===== config.mk =====
export PLATFORM = sky130hd
export DESIGN_NAME = mem_port_arbiter
export DESIGN_NICKNAME = d
export VERILOG_FILES = /design/src/rtl/mem_port_arbiter.sv
export SDC_FILE = /design/constraint.sdc
export NUM_CORES = 1
export LEC_CHECK = 0
export CORE_MARGIN = 4
export CORE_UTILIZATION = 40
export DETAILED_ROUTE_END_ITERATION = 8
export GPL_ROUTABILITY_DRIVEN = 1
export PLACE_DENSITY = 0.86
export SETUP_SLACK_MARGIN = 0.5
export SKIP_LAST_GASP = 1
export SLEW_MARGIN = 20
export SYNTH_ARGS = -nofsm -noshare
export SYNTH_HDL_FRONTEND = slang
export SYNTH_SLANG_ARGS = --single-unit

===== constraint.sdc =====
create_clock -name clk -period 2.2 [get_ports clk]
set_clock_uncertainty 0.2 [all_clocks]
set_input_delay 0.33 -clock clk [delete_from_list [all_inputs] [get_ports clk]]
set_output_delay 0.33 -clock clk [all_outputs]
set_load 0.03 [all_outputs]

===== src/rtl/mem_port_arbiter.sv =====
// -----------------------------------------------------------------------------
// mem_port_arbiter
//
// Shares one single-ported memory between the fetch side and the data side of
// a pipeline. Each grant is a single access. The access stays on the Mem* port
// until MemRdy. A one-cycle RESP state then follows, which pulses the matching
// Valid. Data requests win over fetch requests.
//
// Optional feature (macro ARB_STARVE_GUARD_EN):
//   Adds a 3-bit starvation counter. After four consecutive data grants made
//   while fetch was waiting, the next contested grant goes to fetch.
//
// Ports
//   clk, reset          clock, synchronous active-high reset
//   IReq/IAddr          fetch request (held until IValid) and address
//   IRdata/IValid       fetched word, one-cycle completion pulse
//   DReq/DWe/DAddr      data request (held until DValid), store flag, address
//   DWdata/DByteEn      store data and byte enables
//   DRdata/DValid       load data (unchanged on stores), completion pulse
//   StallF/StallM       combinational stalls for the fetch and memory stages
//   MemReq/MemWE/MemAddr/MemWData/MemBE   registered memory request
//   MemRData/MemRdy     memory read data, access complete this cycle
// -----------------------------------------------------------------------------
module mem_port_arbiter (
   input  logic        clk,
   input  logic        reset,
   input  logic        IReq,
   input  logic [31:0] IAddr,
   output logic [31:0] IRdata,
   output logic        IValid,
   input  logic        DReq,
   input  logic        DWe,
   input  logic [31:0] DAddr,
   input  logic [31:0] DWdata,
   input  logic [3:0]  DByteEn,
   output logic [31:0] DRdata,
   output logic        DValid,
   output logic        StallF,
   output logic        StallM,
   output logic        MemReq,
   output logic        MemWE,
   output logic [31:0] MemAddr,
   output logic [31:0] MemWData,
   output logic [3:0]  MemBE,
   input  logic [31:0] MemRData,
   input  logic        MemRdy
);

   typedef enum logic [1:0] {IDLE, IBUSY, DBUSY, RESP} state_t;

   state_t      state_q, state_d;
   logic        mem_req_q, mem_req_d;
   logic        mem_we_q, mem_we_d;
   logic [31:0] mem_addr_q, mem_addr_d;
   logic [31:0] mem_wdata_q, mem_wdata_d;
   logic [3:0]  mem_be_q, mem_be_d;
   logic [31:0] irdata_q, irdata_d;
   logic [31:0] drdata_q, drdata_d;
   logic        ivalid_q, ivalid_d;
   logic        dvalid_q, dvalid_d;
   logic        fetch_first;

`ifdef ARB_STARVE_GUARD_EN
   logic [2:0]  starve_q, starve_d;

   // Fetch overrides data priority only when it has been passed over four times.
   assign fetch_first = IReq && (starve_q == 3'd4);
`else
   assign fetch_first = 1'b0;
`endif

   always_comb begin
      state_d     = state_q;
      mem_req_d   = mem_req_q;
      mem_we_d    = mem_we_q;
      mem_addr_d  = mem_addr_q;
      mem_wdata_d = mem_wdata_q;
      mem_be_d    = mem_be_q;
      irdata_d    = irdata_q;
      drdata_d    = drdata_q;
      ivalid_d    = 1'b0;
      dvalid_d    = 1'b0;
`ifdef ARB_STARVE_GUARD_EN
      starve_d    = starve_q;
`endif
      case (state_q)
         IDLE: begin
            if (DReq && !fetch_first) begin
               mem_req_d   = 1'b1;
               mem_we_d    = DWe;
               mem_addr_d  = DAddr;
               mem_wdata_d = DWdata;
               mem_be_d    = DByteEn;
               state_d     = DBUSY;
`ifdef ARB_STARVE_GUARD_EN
               // Only data grants that made fetch wait count toward starvation.
               if (IReq)
                  starve_d = (starve_q == 3'd4) ? 3'd4 : starve_q + 3'd1;
               else
                  starve_d = 3'd0;
`endif
            end else if (IReq) begin
               mem_req_d  = 1'b1;
               mem_we_d   = 1'b0;
               mem_addr_d = IAddr;
               mem_be_d   = 4'b1111;
               state_d    = IBUSY;
`ifdef ARB_STARVE_GUARD_EN
               starve_d   = 3'd0;
`endif
            end
         end
         IBUSY, DBUSY: begin
            if (MemRdy) begin
               mem_req_d = 1'b0;
               mem_we_d  = 1'b0;
               state_d   = RESP;
               if (state_q == IBUSY) begin
                  ivalid_d = 1'b1;
                  irdata_d = MemRData;
               end else begin
                  dvalid_d = 1'b1;
                  // Stores leave the last load result untouched.
                  if (!mem_we_q)
                     drdata_d = MemRData;
               end
            end
         end
         // A single dead cycle lets the pipeline drop the request it just got
         // served before the arbiter looks at the request lines again.
         RESP:    state_d = IDLE;
         default: state_d = IDLE;
      endcase
   end

   always_ff @(posedge clk) begin
      if (reset) begin
         state_q     <= IDLE;
         mem_req_q   <= 1'b0;
         mem_we_q    <= 1'b0;
         mem_addr_q  <= 32'h0;
         mem_wdata_q <= 32'h0;
         mem_be_q    <= 4'h0;
         irdata_q    <= 32'h0;
         drdata_q    <= 32'h0;
         ivalid_q    <= 1'b0;
         dvalid_q    <= 1'b0;
      end else begin
         state_q     <= state_d;
         mem_req_q   <= mem_req_d;
         mem_we_q    <= mem_we_d;
         mem_addr_q  <= mem_addr_d;
         mem_wdata_q <= mem_wdata_d;
         mem_be_q    <= mem_be_d;
         irdata_q    <= irdata_d;
         drdata_q    <= drdata_d;
         ivalid_q    <= ivalid_d;
         dvalid_q    <= dvalid_d;
      end
   end

`ifdef ARB_STARVE_GUARD_EN
   always_ff @(posedge clk) begin
      if (reset)
         starve_q <= 3'd0;
      else
         starve_q <= starve_d;
   end
`endif

   assign MemReq   = mem_req_q;
   assign MemWE    = mem_we_q;
   assign MemAddr  = mem_addr_q;
   assign MemWData = mem_wdata_q;
   assign MemBE    = mem_be_q;
   assign IRdata   = irdata_q;
   assign DRdata   = drdata_q;
   assign IValid   = ivalid_q;
   assign DValid   = dvalid_q;

   assign StallF = IReq & ~ivalid_q;
   assign StallM = DReq & ~dvalid_q;

endmodule


==> flow_summary_export.csv, run 1 <==
group,metric,value,unit
run_status,status,"complete, no violations",
yosys,yosys.area.top_type,"dfxtp_1",
yosys,synth_nets,759,
floorplan,rows,41,
cells_and_area,antenna_cells,0,
sta,finalHoldViolations,0,
min_path,hold_class,"input port to register",
yosys,synth-edff-count,0,
route,first_iter_violations,318,
pwr,ir_drop,754,uV
floorplan,die_h,123,um
placement,gp_congestion,0.798,
clock_network,cts.clk_slew.worst_paths,60,ps
worst_setup_path,arrival,1850,ps
route,wirelength,17700,um
yosys,syn_avg_cell_area,8.56,um2
sta,tightest_slew,410,ps
global_route,grt_pass1_wl,25100,um
pwr,p_total,10900,uW
global_route,grt_util_all_layers,21.3,%
yosys,netlist-cell-type-count,31,
route,vias,5324,
sta,slew_headroom,72.5,%
sta,layout_min_cycle_time,1720,ps
pwr,power.density,1210,nW/um2
sta,max_freq,582,MHz
worst_setup_path,critical_path.max_fanout,8,
yosys,synthArstFlopShare,0,%
yosys,ys_top_cells_by_area,"dfxtp_1, nand2_1, a21oi_1",
yosys,yosys_warnings,0,
yosys,postSynthCellCount,618,
sta,setup-tns-final,0,ps
cells_and_area,finish.instance_area,9020,um2
pwr,cellLeakagePower,0.00371,uW
yosys,ys_top_cells_by_count,"nand2_1, dfxtp_1, a21oi_1",
floorplan,dieArea,15100,um2
clock_network,cts_root_buf,"clkbuf_16",
global_route,grt-ovfl-total,0,
worst_setup_path,worst_setup_path_start_kind,"register",
placement,placed_cells,1034,
cells_and_area,syn2layout_area_growth,70.5,%
placement,place_area,8170,um2
worst_setup_path,critPathRequiredTime,2340,ps
clock_network,cts_tree,"yes",
yosys,yosysMostFrequentCell,"nand2_1",
sta,rsz0062_at_grt,"yes",
route,viasPerCell,4.96,
cells_and_area,fin_nets,1031,
yosys,yosysSeqAreaShare,52.2,%
clock_network,cts_max_level,4,
clock_network,cts_made_buffers,17,
cells_and_area,fin_cells,1074,
route,drc,0,
yosys,synthFlopType,"dfxtp_1",
route,ant_nets,0,
sta,setup-violations-final,0,
route,firstDrtPassIters,5,
floorplan,core_region_area,12800,um2
floorplan,io_pins,276,
cells_and_area,drive_gt1_share,20.1,%
sta,period_share,78.1,%
global_route,grt_max_degree,62,
clock_network,cts_hold_buffers,0,
floorplan,initial_core_util,41.4,%
placement,dp.final_hpwl,12100,um
clock_network,clock_sinks,138,
clock_network,clk_latency,400,ps
clock_network,clk_path_buf_depth,2,
sta,slew_violations,0,
placement,io_buffers,275,
job,drv_cap,0,
yosys,synth-seq-cells,138,
global_route,antenna_found_initial,0,
floorplan,fp.dieW,123,um
worst_setup_path,path_class,"register to register",
yosys,syn-cell-area,5290,um2
worst_setup_path,endpoint_kind,"register",
route,wl_per_cell,16.5,um
yosys,yosysTopAreaCellShare,52.2,%
global_route,grt_pass1_vias,5021,
-- what timing repair did --
action,in CTS,in global routing
endpoints found under the setup margin,202,191
pin swaps,0,43
resized for setup,200,199
buffers inserted,0,4
cloned,1,4
-- critical path, cell delays in order (launching register included) --
cell and delay [ps]:
dfxtp_2 350, inv_2 50, ha_4 290, and4bb_4 350, clkbuf_16 230, nand2_1 70, a21oi_1 120
-- cell families after synthesis --
family,Yosys count,share of synthesized area (%)
compound gates,139,16.0
buf+inv,52,5.80
simple gates,254,19.2
fa+ha+maj,3,0.710
mux,32,6.06
flops,138,52.2
-- layout make-up --
class,instances,area [um2]
inverter,3,11.3
clock inverter,6,63.8
sequential,138,2760
clock buffer,25,495
timing repair buffer,302,2920
fill,1004,3760
tap,172,215
multi-input combinational,428,2540
-- cell usage in the layout, fill, tap and decap left out, types with 2 or more instances in the layout --
master	count
clkinv_2	2
clkbuf_2	40
clkinvlp_4	2
o21ai_0	2
nand2_4	22
nand2b_1	2
clkbuf_16	21
clkdlybuf4s15_2	7
inv_2	2
nor2b_1	2
dlygate4sd2_1	16
buf_12	7
nand2_2	3
and2_1	2
a211oi_2	11
nor3_1	4
dfxtp_1	137
nor2_1	42
a21oi_2	31
a21oi_1	68
mux2i_1	32
clkdlybuf4s50_1	134
clkbuf_1	4
buf_4	16
a211oi_1	21
nand2_1	170
clkbuf_8	4
clkdlybuf4s15_1	74
o31ai_1	2
-- where the power goes --
part / internal (uW) / switching (uW) / leakage, uW
Combinational: 1890 / 2980 / 0.00231
Clock: 1670 / 999 / 0.000269
Sequential: 3080 / 306 / 0.00113
-- registers in the layout, indices dropped and copies added, names as in the netlist --
| register | cells |
|---|---|
| MemBE | 4 |
| DValid | 1 |
| state_q | 2 |
| MemWE | 1 |
| IRdata | 32 |
| MemWData | 32 |
| MemReq | 1 |
| MemAddr | 32 |
| IValid | 1 |
| DRdata | 32 |
-- metal layers --
layer	global-route usage, %	vias up	routed length [um]
met1	23.9	2468	6790
met5	0	-	0
met4	7.06	0	340
met2	37.0	220	8960
li1	-	2605	-
met3	8.60	31	1640
-- worst paths after layout --
path              slack [ps]  cells past startpoint         start            to
hold / removal           130                      2         reset  MemWData[26]
setup reg to reg         480                      6    state_q[0]    DRdata[10]
setup / recovery         480                      6    state_q[0]    DRdata[10]
hold reg to reg          250                      2  MemWData[30]  MemWData[30]
-- per-stage QoR --
stage	setup slack, ps	util [%]	hold slack [ps]
final	482	70.6	135
after floorplan	536	-	266
after global placement	264	64.0	240
after CTS	402	68.0	130
after global routing	431	70.6	139
after detailed placement	250	64.0	246
No activity file was read; power rests on OpenSTA's default activity.
==> run 2: changes to the inputs <==
==> constraint.sdc (replaced) <==
create_clock -name clk -period 1.65 [get_ports clk]
set_clock_uncertainty 0.2 [all_clocks]
set_input_delay 0.2475 -clock clk [delete_from_list [all_inputs] [get_ports clk]]
set_output_delay 0.2475 -clock clk [all_outputs]
set_load 0.03 [all_outputs]
==> run 2 against run 1 <==
The run now ends with setup timing left; sequential power rose by 45%; sequential share of layout area shrank 2.1 points; wire length grew 26%; final cell count up 3.8%; maximum frequency down 3.2%; design area grew 14%; critical endpoint is now DRdata[29].
==> flow_summary_export.csv, run 2 (same netlist as run 1, synthesis figures left out) <==
group,metric,value,unit
sta,layout_min_cycle_time,1770,ps
worst_setup_path,regToRegEndpoint,"DRdata[29]",
cells_and_area,antenna_cells,0,
job,drv_cap,0,
placement,gp_congestion,0.768,
floorplan,fp.dieW,123,um
worst_setup_path,worst_r2r_startpoint,"state_q[1]",
min_path,hold_class,"input port to register",
cells_and_area,syn2layout_area_growth,94.1,%
cells_and_area,fin_nets,1071,
sta,setup-violations-final,48,
worst_setup_path,worst_setup_path_start_kind,"register",
worst_setup_path,ff2ff_path_depth,6,
worst_setup_path,path_class,"register to register",
sta,fin_ws,-124,ps
cells_and_area,nFillCells,689,
route,first_iter_violations,367,
route,drc,0,
clock_network,cts_root_buf,"clkbuf_16",
global_route,grt-ovfl-total,0,
floorplan,initial_core_util,41.4,%
floorplan,io_pins,276,
worst_setup_path,endpoint_kind,"register",
sta,finalHoldViolations,0,
placement,dp.final_hpwl,12000,um
sta,max_freq,564,MHz
pwr,ir_drop,1240,uV
clock_network,cts.clk_slew.worst_paths,60,ps
cells_and_area,final_cell_mix,"nand2_1, buf_6, clkdlybuf4s50_1",
global_route,grt_pass1_wl,26400,um
floorplan,dieArea,15100,um2
min_path,hold_depth,3,
sta,slew_headroom,72.7,%
sta,rsz0062_at_grt,"yes",
run_status,violations,"setup timing",
worst_setup_path,reg2reg_slack,-120,ps
worst_setup_path,critical_path.max_fanout,8,
floorplan,core_region_area,12800,um2
floorplan,die_h,123,um
global_route,grt_util_all_layers,22.6,%
clock_network,cts_hold_buffers,1,
pwr,power.density,1740,nW/um2
placement,placed_cells,1034,
route,wirelength,22300,um
min_path,min_to,"DValid",
min_path,worstHoldStart,"reset",
clock_network,cts_max_level,4,
sta,period_share,108,%
route,wl_per_cell,20.0,um
cells_and_area,multi_input_area,2750,um2
clock_network,clock_sinks,138,
placement,place_area,8230,um2
worst_setup_path,critPathRequiredTime,1790,ps
placement,io_buffers,275,
route,viasPerCell,5.18,
pwr,cellLeakagePower,0.00413,uW
cells_and_area,final_common_cell,"nand2_1",
cells_and_area,seq_area,2930,um2
global_route,antenna_found_initial,0,
global_route,grt_max_degree,60,
clock_network,cts_tree,"yes",
run_status,status,"finished, violations left",
cells_and_area,fin_cells,1115,
route,vias,5772,
placement,place_ws,-129,ps
clock_network,clk_path_buf_depth,2,
sta,tightest_slew,409,ps
sta,holdWs,6.63,ps
clock_network,clk_latency,420,ps
cells_and_area,drive_gt1_share,50.7,%
route,ant_nets,0,
worst_setup_path,arrival,1910,ps
clock_network,cts_made_buffers,17,
cells_and_area,finish.instance_area,10300,um2
floorplan,rows,41,
route,firstDrtPassIters,4,
global_route,grt_pass1_vias,5367,
sta,slew_violations,0,
==> run 2: cell types whose count changed in the layout (fill, tap and decap cells not counted), moves of 17 or more <==
cell / before / now
clkdlybuf4s15_1: 74 / 0
a211oi_1: 21 / 1
clkbuf_2: 40 / 0
dfxtp_2: 1 / 132
dfxtp_1: 137 / 5
nand2_4: 22 / 5
buf_6: 1 / 144
a211oi_2: 11 / 31
==> run 2: power by group <==
group          total [uW]  switching (uW)  leakage, uW  internal, uW
Sequential           4930             654      0.00118          4270
Combinational        9070            4780      0.00267          4290
Clock                3860            1490     0.000280          2370
Total               17900            6920      0.00413         10900
==> run 2: worst max path at each step <==
stage / start / end / slack [ps] / cells after the start
2_1_floorplan: state_q[0] / DRdata[1] / 160 / 7
3_3_place_gp: MemRdy / DRdata[0] / -80 / 5
3_5_place_dp: MemRdy / DRdata[19] / -130 / 5
4_1_cts: state_q[0] / DRdata[18] / -40 / 6
5_1_grt: state_q[1] / DRdata[29] / -160 / 6
6_report: state_q[1] / DRdata[29] / -120 / 6
==> run 2: critical path, stage by stage (launching register included) <==
cell and delay (ps):
dfxtp_1 350, inv_2 80, ha_2 220, and4bb_4 430, clkbuf_16 200, nand2_1 70
a21oi_1 140
==> run 2: cell type report <==
class                           count  area share [%]
Timing Repair Buffer              336            36.7
Sequential cell                   138            28.6
Multi-Input combinational cell    434            26.8
Clock buffer                       20            4.25
Tap cell                          172            2.10
Clock inverter                     12            1.46
Inverter                            3           0.110
==> run 2: timing repair <==
item / in CTS / in global routing
buffers inserted: 14 / 14
gates resized for setup: 1026 / 185
hold endpoints to repair: 8 / 1
cloned: 0 / 20
endpoints found under the setup margin: 276 / 276
pin swaps: 0 / 37
==> run 2: layer usage <==
layer  global-route usage (%)  vias up  wire length [um]
li1                         -     2683                 -
met1                     22.0     2776              7900
met2                     42.8      250             11900
met3                     9.06       63              1660
met4                     8.58        0               834
met5                        0        -                 0
==> run 2: through the flow <==
step	power, uW	utilization [%]	TNS [ps]
floorplan	8540	-	0
global placement	10600	64.4	-2090
detailed placement	10800	64.4	-4060
CTS	15100	72.4	-142
global route	18500	80.4	-5480
finish	17900	80.4	-2930
